<file path="src/rtl/bus_arbiter_rr_pkg.sv">
// bus_arb_pkg: shared state encoding, owner indices, grant levels and timer width helper for bus_arbiter_rr.
`ifndef BUS_ARB_PKG_DEFS
`define BUS_ARB_PKG_DEFS
`define EN 1'b1
`define DIS_EN 1'b0
`endif

package bus_arb_pkg;
    typedef enum logic [1:0] {ST_IDLE, ST_M0, ST_M1} arb_state_t;
    localparam logic M0 = 1'b0;
    localparam logic M1 = 1'b1;
    function automatic int hold_w(input int max_hold);
        return (max_hold < 2) ? 1 : $clog2(max_hold);
    endfunction
endpackage

</file>
<file path="src/rtl/bus_arbiter_rr_if.sv">
// bus_arbiter_rr_if: request/grant bundle between the two masters and the arbiter.
interface bus_arbiter_rr_if;
    logic req_m0;
    logic req_m1;
    logic grant_m0;
    logic grant_m1;
    logic owner_o;
    logic busy_o;
    logic preempt_o;
    modport slave (input req_m0, req_m1, output grant_m0, grant_m1, owner_o, busy_o, preempt_o);
    modport master (output req_m0, req_m1, input grant_m0, grant_m1, owner_o, busy_o, preempt_o);
endinterface

</file>
<file path="src/rtl/bus_arbiter_rr_hold_timer.sv">
// arb_hold_timer: counts contended hold cycles; expire flags the last allowed cycle (ARB_TIMEOUT_EN builds only).
`ifdef ARB_TIMEOUT_EN
module arb_hold_timer
    import bus_arb_pkg::*;
#(
    parameter int MAX_HOLD = 16
) (
    input  logic clk,
    input  logic rst,
    input  logic clr,
    input  logic inc,
    output logic expire
);
    localparam int W = hold_w(MAX_HOLD);
    logic [W-1:0] cnt_q, cnt_d;
    always_comb begin
        cnt_d = clr ? '0 : inc ? cnt_q + 1'b1 : cnt_q;
    end
    always_ff @(posedge clk or posedge rst) begin
        if (rst) cnt_q <= '0;
        else     cnt_q <= cnt_d;
    end
    assign expire = (cnt_q == W'(MAX_HOLD - 1));
endmodule
`endif

</file>
<file path="src/rtl/bus_arbiter_rr.sv">
// bus_arbiter_rr: two-master round-robin arbiter with registered exclusive grants.
// Defining ARB_TIMEOUT_EN adds hold-timeout preemption after MAX_HOLD contended cycles.
module bus_arbiter_rr
    import bus_arb_pkg::*;
#(
    parameter int   MAX_HOLD  = 16,
    parameter logic INIT_LAST = 1'b1
) (
    input logic clk,
    input logic rst,
    bus_arbiter_rr_if.slave bus
);
    arb_state_t state_q, state_d;
    logic last_q, last_d;
    logic grant_m0_q, grant_m0_d;
    logic grant_m1_q, grant_m1_d;
    logic busy_q, busy_d;
    logic preempt_q, preempt_d;
    logic timeout;

    if (MAX_HOLD < 2) begin : g_hold_chk
        $error("bus_arbiter_rr: MAX_HOLD must be >= 2");
    end

`ifdef ARB_TIMEOUT_EN
    logic hold_inc, hold_clr, expire;
    // only contended hold time counts; any state change restarts the window
    assign hold_inc = (state_q != ST_IDLE) && bus.req_m0 && bus.req_m1;
    assign hold_clr = (state_d != state_q) || !hold_inc;
    assign timeout  = hold_inc && expire;
    arb_hold_timer #(.MAX_HOLD(MAX_HOLD)) u_hold_timer (
        .clk    (clk),
        .rst    (rst),
        .clr    (hold_clr),
        .inc    (hold_inc),
        .expire (expire)
    );
`else
    assign timeout = 1'b0;
`endif

    always_ff @(posedge clk or posedge rst) begin
        if (rst) state_q <= ST_IDLE;
        else     state_q <= state_d;
    end

    always_comb begin
        state_d = state_q;
        unique case (state_q)
            ST_IDLE: state_d = (bus.req_m0 && bus.req_m1) ? ((last_q == M0) ? ST_M1 : ST_M0) :
                               bus.req_m0 ? ST_M0 : bus.req_m1 ? ST_M1 : ST_IDLE;
            ST_M0:   state_d = bus.req_m0 ? (timeout ? ST_M1 : ST_M0) : bus.req_m1 ? ST_M1 : ST_IDLE;
            ST_M1:   state_d = bus.req_m1 ? (timeout ? ST_M0 : ST_M1) : bus.req_m0 ? ST_M0 : ST_IDLE;
            default: state_d = ST_IDLE;
        endcase
    end

    // outputs are decoded from the next state so the grant flops track the state flop exactly
    always_comb begin
        grant_m0_d = (state_d == ST_M0) ? `EN : `DIS_EN;
        grant_m1_d = (state_d == ST_M1) ? `EN : `DIS_EN;
        busy_d     = (state_d != ST_IDLE);
        last_d     = (state_d == ST_M0) ? M0 : (state_d == ST_M1) ? M1 : last_q;
        preempt_d  = timeout;
    end

    always_ff @(posedge clk or posedge rst) begin
        if (rst) begin
            grant_m0_q <= `DIS_EN;
            grant_m1_q <= `DIS_EN;
            busy_q     <= 1'b0;
            preempt_q  <= 1'b0;
            last_q     <= INIT_LAST;
        end else begin
            grant_m0_q <= grant_m0_d;
            grant_m1_q <= grant_m1_d;
            busy_q     <= busy_d;
            preempt_q  <= preempt_d;
            last_q     <= last_d;
        end
    end

    assign bus.grant_m0  = grant_m0_q;
    assign bus.grant_m1  = grant_m1_q;
    assign bus.owner_o   = last_q;
    assign bus.busy_o    = busy_q;
    assign bus.preempt_o = preempt_q;
endmodule
</file>
<file path="src/flat_wrapper.sv">
// flat-port wrapper written by rule: the top's interface ports become plain ports
module bus_arbiter_rr_flat import bus_arb_pkg::*;
#(
    parameter int   MAX_HOLD  = 16,
    parameter logic INIT_LAST = 1'b1
)
  (clk, rst, bus_req_m0, bus_req_m1, bus_grant_m0, bus_grant_m1, bus_owner_o, bus_busy_o, bus_preempt_o);
  bus_arbiter_rr_if bus_i ();
  input logic clk;
  input logic rst;
  input wire logic [$bits(bus_i.req_m0)-1:0] bus_req_m0;
  input wire logic [$bits(bus_i.req_m1)-1:0] bus_req_m1;
  output wire logic [$bits(bus_i.grant_m0)-1:0] bus_grant_m0;
  output wire logic [$bits(bus_i.grant_m1)-1:0] bus_grant_m1;
  output wire logic [$bits(bus_i.owner_o)-1:0] bus_owner_o;
  output wire logic [$bits(bus_i.busy_o)-1:0] bus_busy_o;
  output wire logic [$bits(bus_i.preempt_o)-1:0] bus_preempt_o;
  assign bus_i.req_m0 = bus_req_m0;
  assign bus_i.req_m1 = bus_req_m1;
  assign bus_grant_m0 = bus_i.grant_m0;
  assign bus_grant_m1 = bus_i.grant_m1;
  assign bus_owner_o = bus_i.owner_o;
  assign bus_busy_o = bus_i.busy_o;
  assign bus_preempt_o = bus_i.preempt_o;
  bus_arbiter_rr #(.MAX_HOLD(MAX_HOLD), .INIT_LAST(INIT_LAST)) u_core (.clk(clk), .rst(rst), .bus(bus_i));
endmodule
</file>
<file path="config.mk">
export PLATFORM = sky130hd
export DESIGN_NAME = bus_arbiter_rr_flat
export DESIGN_NICKNAME = d
export VERILOG_FILES = /design/src/rtl/bus_arbiter_rr_pkg.sv /design/src/rtl/bus_arbiter_rr_if.sv /design/src/rtl/bus_arbiter_rr_hold_timer.sv /design/src/rtl/bus_arbiter_rr.sv /design/src/flat_wrapper.sv
export SDC_FILE = /design/constraint.sdc
export NUM_CORES = 1
export LEC_CHECK = 0
export BUFFER_PORTS_ARGS = -buffer_cell sky130_fd_sc_hd__buf_4
export CORE_AREA = 4 4 41 43
export CTS_CLUSTER_SIZE = 10
export DETAILED_ROUTE_END_ITERATION = 10
export DIE_AREA = 0 0 45 47
export PLACE_DENSITY = 0.43
export SYNTH_ARGS = -nofsm -noshare
export SYNTH_HDL_FRONTEND = slang
export SYNTH_SLANG_ARGS = --single-unit
</file>
<file path="constraint.sdc">
create_clock -name clk -period 2.52 [get_ports clk]
set_clock_uncertainty 0.2 [all_clocks]
set_input_delay 0.504 -clock clk [delete_from_list [all_inputs] [get_ports clk]]
set_output_delay 0.504 -clock clk [all_outputs]
set_load 0.02 [all_outputs]
</file>
==> out/results.tsv <==
metric	value	unit
cts.sinks	6	
ys_warn_count	0	
grt_max_degree	7	
std_cell_rows	13	
synthCells	25	
wl_met3	57	µm
syn-num-nets	33	
hold_viol	0	
antenna_left	0	
syn_to_final_growth	34.8	%
drive_above_1_share	30.6	%
cts_max_level	1	
die_h	47	µm
worstPathRequired	2490	ps
nFillCells	147	
post_cts_resized	0	
pwr-share-clk	25.2	%
leakage	0.197	nW
p_sw	0.130	mW
max_stage_delay	540	ps
rsz0062_at_grt	false	
drc	0	
dp_hpwl	396	µm
hold_class	flip-flop to flip-flop	
port_buffers	7	
maxSlewViolCount	0	
num_antenna_cells	0	
yosysTopAreaCellShare	43.5	%
mappedNetlistArea	288	µm²
max_freq	607	MHz
worstSetupStartpointType	flip-flop	
die_w	45	µm
period_needed	1650	ps
criticalPathCategory	flip-flop to flip-flop	
drv_cap	0	
tns	0	ps
finalSetupViolCount	0	
pwr-share-comb	36.2	%
crit_fanout	4	
yosysTopAreaCell	dfrtp_1	
place_congestion	0.701	
routed.top_layer	met3	
ys_top_cells_by_area	dfrtp_1 (43%), ha_1 (17%), dfstp_2 (9.1%)	
status	completed	
p_int	0.254	mW
grt_pass1_wl	952	µm
cts_root_buf	clkbuf_4	
viasPerCell	4.00	
utilization	29.8	%
dr.pass1.iters	2	
grt_use_total	6.92	%
seq_area	151	µm²
cts_setup_buffers	0	
ios	9	
numCtsBuffers	3	
core	0.00130	mm²
yosysUniqueCellTypes	15	
cp_top_family	flip-flops	
clk_pin_slew	40	ps
powerDensity	988	mW/mm²
drt-initial-drc-count	6	
crit_chain	nand2b_1, a22oi_1, ha_1, a21oi_1	
wl_met2	290	µm
m1WireLength	158	µm
vias	204	
avgSynthCellArea	11.5	µm²
grt_pass1_vias	231	
postRouteWirelength	507	µm
crit_arrival	1620	ps
ys_seq_area_share	52.6	%
crit_path_top_delay_cell	dfstp_2	
cts-hold-fix-buffers	1	
dieArea	0.00212	mm²
power_frac_seq	38.6	%
cts_tree	done	
synth_seq_cells	6	
peakVddDrop	423	µV
crit_buf_inv	0	
clk_path_buf_depth	2	
start_util	22.1	%
antenna_found_initial	0	
fin_nets	45	
switching_share	33.8	%
worstSetupEndpointType	flip-flop	
wl_per_cell	9.94	µm
finalCritPeriodShare	65.4	%
clock_latency	250	ps
gr-total-overflow	0	
multi_input_area	121	µm²
[cell usage after synthesis, drive strengths merged]
master  instances
buf             1
a21oi           1
o21a            1
nor2            3
a22o            1
conb            1
dfrtp           5
dfstp           1
o21ai           1
inv             2
nand2b          1
o21ba           1
nor2b           1
a22oi           1
ha              4
[logic make-up after synthesis]
group	after synthesis	share of synthesized area, %
AOI/OAI and AO/OA	6	15.2
DFF	6	52.6
and+or+nand+nor	5	8.26
adders and majority gates	4	17.4
buffers and inverters	3	5.22
other	1	1.30
[cell usage in the layout, fill, tap and decap left out]
cell type      count
nor2_1             3
o21a_1             1
dlygate4sd3_1      1
clkbuf_1           1
dfstp_2            1
o21ai_1            1
buf_4              7
conb_1             1
nand2b_1           1
a22oi_1            1
inv_1              2
dfrtp_1            5
clkbuf_4           3
nor2b_1            1
a22o_1             1
ha_1               4
o21ba_1            1
a21oi_1            1
[state kept, by name, summed over array words and instances (netlist names)]
name,flops
u_core.bus.owner_o,1
u_core.bus.grant_m1,1
u_core.state_q,2
u_core.bus.grant_m0,1
u_core.bus.busy_o,1
[metrics by stage]
step           std cells  setup WS [ps]  hold slack, ps  area, µm²  power (mW)
2_1_floorplan         25            938            94.2        288       0.238
3_3_place_gp          46            733             234        352       0.288
3_5_place_dp          46            729             238        352       0.289
4_1_cts               51            871             322        388       0.394
5_1_grt               51            784             341        388       0.419
6_report              51            873             319        388       0.383
[area by class of cell]
class	instances	share of cell area, %
clock buffers	4	6.77
repair buffers	8	16.1
well taps	15	4.84
inverters	2	1.94
multi-input cells	16	31.3
flip-flops and latches	6	39.0
[layer usage]
layer / global-route usage, % / up-vias
li1: - / 100
met1: 5.32 / 97
met2: 12.1 / 7
met3: 6.90 / 0
met4: 1.75 / 0
met5: 0 / -
[tightest hold or removal path: stages, from the launching register on]
cell and delay, ps:
dfstp_2 370, nor2_1 90, a21oi_1 50
[power by group through the flow]
stage | registers [mW] | clock network, mW | logic (mW)
after global placement | 0.149 | 0 | 0.138
after floorplan | 0.174 | 0 | 0.0639
after global routing | 0.154 | 0.109 | 0.156
final | 0.148 | 0.0966 | 0.139
after detailed placement | 0.149 | 0 | 0.141
after CTS | 0.148 | 0.103 | 0.142
[worst paths after layout]
path	startpoint	endpoint	slack, ps	depth (start not counted)
worst max-delay path	u_core.bus.owner_o	u_core.bus.owner_o	870	4
min in group asynchronous	rst	u_core.bus.grant_m1	520	3
max in group asynchronous	rst	u_core.bus.owner_o	1330	3
worst min register to register	u_core.bus.owner_o	u_core.bus.owner_o	320	2
worst min-delay path	u_core.bus.owner_o	u_core.bus.owner_o	320	2
worst max register to register	u_core.bus.owner_o	u_core.bus.owner_o	870	4
Power figures use the tool's default switching activity.
